**config.mk**
```make
export PLATFORM = sky130hd
export DESIGN_NAME = issue_replay_buffer
export DESIGN_NICKNAME = d
export VERILOG_FILES = /design/src/rtl/issue_replay_buffer.sv
export SDC_FILE = /design/constraint.sdc
export NUM_CORES = 1
export LEC_CHECK = 0
export CORE_AREA = 2 2 375 377
export CTS_CLUSTER_SIZE = 30
export DETAILED_ROUTE_END_ITERATION = 8
export DIE_AREA = 0 0 377 379
export PLACE_DENSITY = 0.5
export RECOVER_POWER = 100
export SLEW_MARGIN = 30
export SYNTH_ARGS = -nofsm -noshare
export SYNTH_HDL_FRONTEND = slang
export SYNTH_SLANG_ARGS = --single-unit
```
**constraint.sdc**
```tcl
create_clock -name clock -period 4.8 [get_ports clock]
set_clock_uncertainty 0.15 [all_clocks]
set_input_delay 0.96 -clock clock [delete_from_list [all_inputs] [get_ports clock]]
set_output_delay 0.96 -clock clock [all_outputs]
set_load 0.01 [all_outputs]
```
**src/rtl/issue_replay_buffer.sv**
```systemverilog
// Issue-side replay buffer: issues the oldest hazard-free slots into ID/EX
// and replays rolled-back younger slots at slot 0 on the next cycle.
package issue_pkg;

    localparam logic [31:0] NOP      = 32'h0000_0013;
    localparam logic [4:0]  ZERO_REG = 5'd0;

    typedef struct packed {
        logic [31:0] npc;
        logic [31:0] pc;
        logic [31:0] inst;
        logic [4:0]  dest_reg_idx;
        logic        rd_mem;
        logic        wr_mem;
        logic        valid;
    } ID_EX_PACKET;

    localparam ID_EX_PACKET NOP_PACKET = '{
        npc:          32'd0,
        pc:           32'd0,
        inst:         NOP,
        dest_reg_idx: ZERO_REG,
        rd_mem:       1'b0,
        wr_mem:       1'b0,
        valid:        1'b0
    };

endpackage

module issue_replay_buffer
    import issue_pkg::*;
#(
    parameter int WAYS = 3
) (
    input  logic        clock,
    input  logic        reset,
    input  logic        squash,
    input  logic        in_valid,
    input  ID_EX_PACKET id_packet_in_0,
    input  ID_EX_PACKET id_packet_in_1,
    input  ID_EX_PACKET id_packet_in_2,
    output logic        in_ready,
    output ID_EX_PACKET id_packet_out_0,
    output ID_EX_PACKET id_packet_out_1,
    output ID_EX_PACKET id_packet_out_2,
    input  logic [1:0]  rollback,
    output ID_EX_PACKET ex_packet_0,
    output ID_EX_PACKET ex_packet_1,
    output ID_EX_PACKET ex_packet_2,
    output logic [31:0] stall_count
);

    if (WAYS != 3) begin : g_bad_ways
        $error("issue_replay_buffer: WAYS must be 3");
    end

    ID_EX_PACKET pend    [3];
    ID_EX_PACKET pend_nx [3];
    ID_EX_PACKET in_pkt  [3];
    ID_EX_PACKET cur     [3];
    ID_EX_PACKET ex_q    [3];
    logic [1:0]  pend_cnt;
    logic [1:0]  cnt_nx;
    logic [1:0]  keep;
    logic [2:0]  issue;
    logic        any_valid;

    assign in_pkt[0] = id_packet_in_0;
    assign in_pkt[1] = id_packet_in_1;
    assign in_pkt[2] = id_packet_in_2;

    assign in_ready = (pend_cnt == 2'd0);

    always_comb begin
        for (int i = 0; i < 3; i++) begin
            cur[i] = NOP_PACKET;
            if (pend_cnt != 2'd0) begin
                if (2'(i) < pend_cnt)
                    cur[i] = pend[i];
            end else if (in_valid) begin
                cur[i] = in_pkt[i];
            end
        end
    end

    // Held slots are compacted so interior bubbles never occupy pend entries.
    always_comb begin
        any_valid = cur[0].valid | cur[1].valid | cur[2].valid;
        keep      = any_valid ? (2'd3 - rollback) : 2'd3;
        cnt_nx    = 2'd0;
        issue     = 3'b000;
        for (int i = 0; i < 3; i++)
            pend_nx[i] = NOP_PACKET;
        for (int i = 0; i < 3; i++) begin
            if (cur[i].valid) begin
                if (2'(i) < keep) begin
                    issue[i] = 1'b1;
                end else begin
                    pend_nx[cnt_nx] = cur[i];
                    cnt_nx          = cnt_nx + 2'd1;
                end
            end
        end
    end

    always_ff @(posedge clock) begin
        if (reset) begin
            pend_cnt    <= 2'd0;
            stall_count <= 32'd0;
            for (int i = 0; i < 3; i++) begin
                pend[i] <= NOP_PACKET;
                ex_q[i] <= NOP_PACKET;
            end
        end else begin
            if (in_valid && !in_ready && stall_count != 32'hFFFF_FFFF)
                stall_count <= stall_count + 32'd1;
            if (squash) begin
                pend_cnt <= 2'd0;
                for (int i = 0; i < 3; i++) begin
                    pend[i] <= NOP_PACKET;
                    ex_q[i] <= NOP_PACKET;
                end
            end else begin
                pend_cnt <= cnt_nx;
                for (int i = 0; i < 3; i++) begin
                    pend[i] <= pend_nx[i];
                    ex_q[i] <= issue[i] ? cur[i] : NOP_PACKET;
                end
            end
        end
    end

    assign id_packet_out_0 = cur[0];
    assign id_packet_out_1 = cur[1];
    assign id_packet_out_2 = cur[2];

    assign ex_packet_0 = ex_q[0];
    assign ex_packet_1 = ex_q[1];
    assign ex_packet_2 = ex_q[2];

endmodule

```
==> out/results.tsv <==
stage	metric	value	unit
global_routing	antenna_found_initial	33	
drt	routed-wl-met2	76030	um
critical_path	slowest_delay	0.63	ns
critical_path	cp-end-kind	output pin	
synthesis	synthDistinctLibCells	58	
drt	vias	27608	
drt	wirelength	155600	um
synthesis	ys.flop_type	edfxtp_1	
cts	clock_latency	0.70	ns
synthesis	async_flop_share	0	%
run_status	failed_checks	max-capacitance violations, max-slew violations	
synthesis	netlist_area	29860	um2
finish	final-seq-area	19420	um2
sta	fmax	215.6	MHz
global_routing	grt_pass1_vias	26917	
cts	cts.path.max_buffers	3	
global_routing	grt_overflow	0	
floorplanning	start_util	21.51	%
critical_path	critical_path.slowest_cell	dlygate4sd3_1	
critical_path	crit_chain	clkbuf_1 -> nor3b_2 -> buf_12 -> clkbuf_2 -> a22oi_1 -> inv_1 -> dlygate4sd3_1	
finish	stdcell_area	46940	um2
placement	pre_cts_ws	0.2767	ns
placement	place.gp.congestion	0.8688	
synthesis	synth_top_area_cell	edfxtp_1	
critical_path	crit_end	id_packet_out_2[56]	
synthesis	ys_ff_latch	658	
placement	dpl_cell_area	44450	um2
critical_path	crit_fanout	41	
sta	maxSlewViolCount	139	
cts	clk_pin_slew	0.05	ns
finish	syn2layout_area_growth	57.18	%
drt	ant_nets	0	
floorplanning	die_area	142900	um2
synthesis	syn_inst	2669	
critical_path	startpoint	in_valid	
placement	io_buffers	974	
synthesis	synth_warnings	0	
synthesis	yosysSeqAreaShare	65.02	%
critical_path	critPathArrivalTime	3.53	ns
synthesis	synth_edf_count	624	
cts	htreeDepth	3	
floorplanning	die_x	377	um
power_and_ir_drop	power_leakage	0.01919	uW
cts	holdBufCountCts	0	
cts	ctsResizeCount	0	
drt	post_drt_wl_per_cell	25.50	um
critical_path	critPathBufInv	5	
cts	cts_made_buffers	85	
sta	min_period	4.638	ns
run	cap_violations	5	
drt	vias_per_cell	4.524	
sta	fin_crit_sh	96.62	%
sta	rsz0062_at_grt	false	
finish	layout.nets	4539	
sta	setup_viol	0	
sta	finalWorstSetupSlack	0.1621	ns
critical_path	worstSetupPathType	in2out	
drt	drcViolationCount	0	
global_routing	grt_pass1_wl	210200	um
cts	numClockSinks	658	
drt	top_layer	met5	
critical_path	path_depth	7	
critical_path	regToRegSetupSlack	0.36	ns
power_and_ir_drop	max-vdd-ir-drop	0.2509	mV
finish	drive_above_1_share	5.463	%
sta	tightestPinTransition	2.781	ns
critical_path	r2r-end	ex_q[0][69]	
sta	setup_tns	0	ns
critical_path	r2r_cells	5	
critical_path	reg2reg_from	pend_cnt[0]	
critical_path	start_kind	input pin	
placement	hpwl	114100	um
worst_hold_path	hold_path.class	reg2reg	
floorplanning	ios	975	
power_and_ir_drop	p_per_area	319.2	nW/um2
global_routing	grt_max_degree	109	
floorplanning	std_cell_rows	137	
finish	fillers	14227	
floorplanning	fp.coreArea	138800	um2
critical_path	worstPathRequired	3.69	ns
sta	relSlewSlack	-85.38	%
cts	cts_tree	done	
cts	post_cts_buffers	0	
finish	multi_input_area	11320	um2
drt	drt_pass1_iterations	6	
run_status	outcome	complete, but fails checks	
critical_path	path_delay_family	buffers and inverters	
synthesis	synth_top_area_share	62.74	%
floorplanning	die_height	379	um
synthesis	syn-mean-instance-area	11.19	um2
drt	met3_length	13260	um
drt	dr.first_iter.drc_count	2460	
drt	met1_length	60670	um
global_routing	grt.total_usage	20.92	%
synthesis	yosys-top-cells-area	edfxtp_1, a22oi_1, nor2_1	
sta	timing_hold_violations_final	0	
cts	root_buffer	clkbuf_16	
[tightest hold or removal path, cell delays in order (launching register included)]
cell and delay, ns:
dfxtp_1 0.32, o21ai_0 0.08, a21oi_1 0.06
[cells in the final DEF (no fill, tap or decap), types with 33 or more instances in the layout]
cell / synthesis / routed
dlygate4sd3_1: 0 / 636
edfxtp_1: 624 / 624
conb_1: 1 / 624
nor2_1: 365 / 364
clkdlybuf4s50_1: 0 / 335
nand2_1: 318 / 316
a22oi_1: 303 / 303
a21oi_1: 160 / 162
inv_1: 161 / 160
nand3_1: 119 / 118
clkbuf_16: 0 / 86
o22ai_1: 57 / 63
a22o_1: 59 / 59
o211ai_1: 42 / 43
and2_1: 65 / 40
buf_4: 0 / 39
dfxtp_1: 34 / 33
[synth_stat cells (2+ instances only)]
cell type	instances
buf_1	8
o31ai_1	4
nand3_1	119
dfxtp_1	34
nand2b_1	3
nand3b_1	2
o22ai_2	8
edfxtp_1	624
a21o_1	2
nand4_4	2
buf_2	30
a31oi_1	4
o21ai_1	12
clkbuf_1	174
o211ai_1	42
and2_1	65
nor3_1	5
or4_1	3
or4_2	3
or3_2	3
or2_2	5
a21oi_1	160
inv_1	161
a22oi_1	303
nand4_1	8
ha_1	4
nand4bb_1	2
nor4_4	2
a21oi_2	16
a22o_1	59
xor2_1	3
nor4_1	2
nor2_1	365
buf_6	3
nand2_1	318
or3_1	20
o21ai_0	14
o22ai_1	57
[metrics by stage]
| stage | utilization (%) | hold slack [ns] | total power, uW | cells |
|---|---|---|---|---|
| after CTS | 33.97 | 0.3586 | 15260 | 6090 |
| final | 33.81 | 0.3574 | 14980 | 6102 |
| after global routing | 33.80 | 0.3926 | 15460 | 6100 |
| after global placement | 32.01 | 0.3359 | 8752 | 5937 |
| after detailed placement | 32.01 | 0.3476 | 8748 | 5937 |
| after floorplan | - | 0.3602 | 7380 | 3292 |
[power by group]
group	switching [uW]	internal (uW)	total, uW
Clock	2730	3740	6470
Combinational	1180	792	1970
Sequential	65.4	6480	6550
Total	3970	11000	15000
[layout make-up]
cell class	count	share of cell area, %
Sequential cell	658	41.38
Tap cell	1807	4.816
Antenna cell	12	0.06397
Clock inverter	43	0.9356
Clock buffer	110	4.862
Multi-Input combinational cell	2257	24.11
Inverter	162	1.303
Timing Repair Buffer	1053	22.53
[routing by layer]
| layer | up-vias | track usage [%] |
|---|---|---|
| met4 | 24 | 7.721 |
| met1 | 13680 | 25.05 |
| met3 | 275 | 5.695 |
| met5 | - | 0 |
| li1 | 12312 | - |
| met2 | 1317 | 35.73 |
[worst min-delay path by stage]
stage	depth (start not counted)	end	start	slack (ns)
after floorplan	2	stall_count[29]	stall_count[29]	0.36
after global placement	2	stall_count[29]	stall_count[29]	0.34
after CTS	2	stall_count[29]	stall_count[29]	0.36
after detailed placement	2	stall_count[29]	stall_count[29]	0.35
final	2	stall_count[29]	stall_count[29]	0.36
after global routing	2	stall_count[29]	stall_count[29]	0.39
[flip-flops by register name, indices dropped and copies added (netlist names)]
register     count
ex_q           312
pend_cnt         2
stall_count     32
pend           312
[kinds of logic after synthesis]
family / Yosys count / synth area share, %
xor+xnor: 3 / 0.08800
flops: 658 / 65.02
other cells: 1 / 0.01256
simple gates: 938 / 13.81
fa+ha+maj: 4 / 0.1676
compound gates: 688 / 15.96
buf+inv: 377 / 4.939
(Power assumes the default switching activity.)
==> RTL edit (same flow settings) <==
Change the package constant `ZERO_REG` from 5'd0 to 5'd1.
--- a/src/rtl/issue_replay_buffer.sv
+++ b/src/rtl/issue_replay_buffer.sv
@@ -3,7 +3,7 @@
 package issue_pkg;
 
     localparam logic [31:0] NOP      = 32'h0000_0013;
-    localparam logic [4:0]  ZERO_REG = 5'd0;
+    localparam logic [4:0]  ZERO_REG = 5'd1;
 
     typedef struct packed {
         logic [31:0] npc;
Function: not settled (the Yosys comparison gave no result); the edit may change what the design does.
==> RTL edit against the original RTL <==
  * The run still ends with capacitance limit, slew limit left
  * Sequential cell count unchanged
  * Area after synthesis barely moved
  * Worst hold slack better by 4.2 ps
  * Routed wire length decreased by 1.9%
  * Cell area is essentially flat
  * Power down 1.2%
  * Critical path type is now in2reg
  * Setup slack worse by 67 ps
  * Critical endpoint is now ex_q[0][191]
==> RTL edit: results (changes against the original RTL) <==
reg2reg start pend_cnt[1]; largest net degree at the start of global routing 126 (+16%); vias per cell 4.49 (-0.82%); Static Leak 19.3 nW (+0.52%); Total GRT Usage 20.5% (-0.42 points); register area share after synthesis 65.0% (about the same); synth unique cells 53 (-8.6%); CP max FO 59 (+44%); Max VDD drop 0.273 mV (+8.9%); pins over their slew limit 80 (-42%); post-DP HPWL 113 mm (-1.2%); ys async rst share 0% (unchanged); top cells by count, synth edfxtp_1, nor2_1, nand2_1; clk buf depth 3 (unchanged); Area after DPL 44,500 um2 (+0.22%); layout cells sized above 1 5.01% (-0.45 points); status complete, but fails checks; critical path startpoint id_packet_in_1[0]; worst reg2reg setup slack 220 ps (-140 ps); crit path DAT 4940 ps (+1410 ps); Clock Latency Late Sink 680 ps (-20 ps); vias in the first global route 26,500 (-1.4%); DRT Wirelength 153 mm (-1.9%); met2 Use GR 34.1% (-1.7 points); violated checks capacitance limit, slew limit; Initial DRC Count 2,723 (+11%); largest stage delay on the critical path 1180 ps (+550 ps); critical path's slowest cell clkbuf_2; routability cong. 0.883 (+1.6%); global-route wire length before repair 207 mm (-1.6%); Max Cap Viol 2 (-3); grt met1 use 25.4% (+0.32 points); final net count 4,612 (+1.6%); total CTS buffers 83 (-2.4%); Fill cells 14,300 (+0.36%); TritonRoute pass-1 iters 6 (unchanged); hold path start stall_count[27]; top cells by area, synth edfxtp_1, a22oi_1, nor2_1; initial antenna violation count 27 (-18%); Slew Limit Headroom -54.8% (+31 points); M3 GR Usage 5.08% (-0.62 points); largest registers ex_q (312), pend (312), stall_count (32)
==> RTL edit: per-layer routing <==
metal  share of wire [%]  up-vias
li1                    -    12500
met1                  40    13600
met2                  48     1372
met3                 8.5      240
met4                 3.7       16
met5               0.064        -
==> RTL edit: final timing paths <==
kind,end,cells past startpoint
max,ex_q[0][191],8
min,stall_count[27],2
max reg2reg,ex_q[0][191],7
min reg2reg,stall_count[27],2
==> RTL edit: through the flow <==
stage | total power, mW | std cells | hold WS [ps] | setup WS (ps) | util, %
CTS | 15.1 | 6158 | 357 | 1.99 | 34.0
global placement | 8.74 | 6011 | 331 | 48.0 | 32.1
finish | 14.8 | 6168 | 362 | 95.3 | 33.8
floorplan | 7.38 | 3349 | 358 | 853 | -
global route | 15.3 | 6165 | 384 | 78.6 | 33.8
detailed placement | 8.73 | 6012 | 346 | 356 | 32.1
==> RTL edit: worst min-delay path, cell delays in order, from the launching register on <==
cell and delay [ps]:
dfxtp_1 330, o31ai_1 80, a21oi_1 60
==> RTL edit: kinds of logic (layout without fill, tap and decap cells) <==
| group | after synthesis | in the layout | share of synthesized area (%) |
|---|---|---|---|
| muxes | 7 | 7 | 0.268 |
| and+or+nand+nor | 977 | 977 | 14.0 |
| buffers and inverters | 403 | 1405 | 5.11 |
| other | 1 | 634 | 0.0126 |
| AOI/OAI and AO/OA | 669 | 669 | 15.2 |
| xor gates and xnor gates | 7 | 7 | 0.205 |
| adders and majority gates | 4 | 4 | 0.168 |
| DFF | 658 | 658 | 65.0 |
==> RTL edit: area by class of cell <==
| class | instances | area share [%] |
|---|---|---|
| inverter | 188 | 1.52 |
| clock inverter | 35 | 0.768 |
| timing repair buffer | 1071 | 22.5 |
| sequential | 658 | 41.4 |
| tap | 1807 | 4.82 |
| clock buffer | 111 | 4.86 |
| antenna | 10 | 0.0534 |
| multi-input combinational | 2288 | 24.0 |
==> RTL edit: timing repair <==
item | 4_1_cts | 5_1_grt
hold endpoints to repair | 0 | 0
setup buffers | 0 | 0
resized for setup | 0 | 1
setup endpoints to repair | 0 | 1
==> RTL edit: report_power, final <==
group | switching [mW] | internal [mW] | leakage [nW]
clock network | 2.65 | 3.65 | 1.28
registers | 0.0639 | 6.48 | 6.59
logic | 1.18 | 0.787 | 11.4
total | 3.89 | 10.9 | 19.3
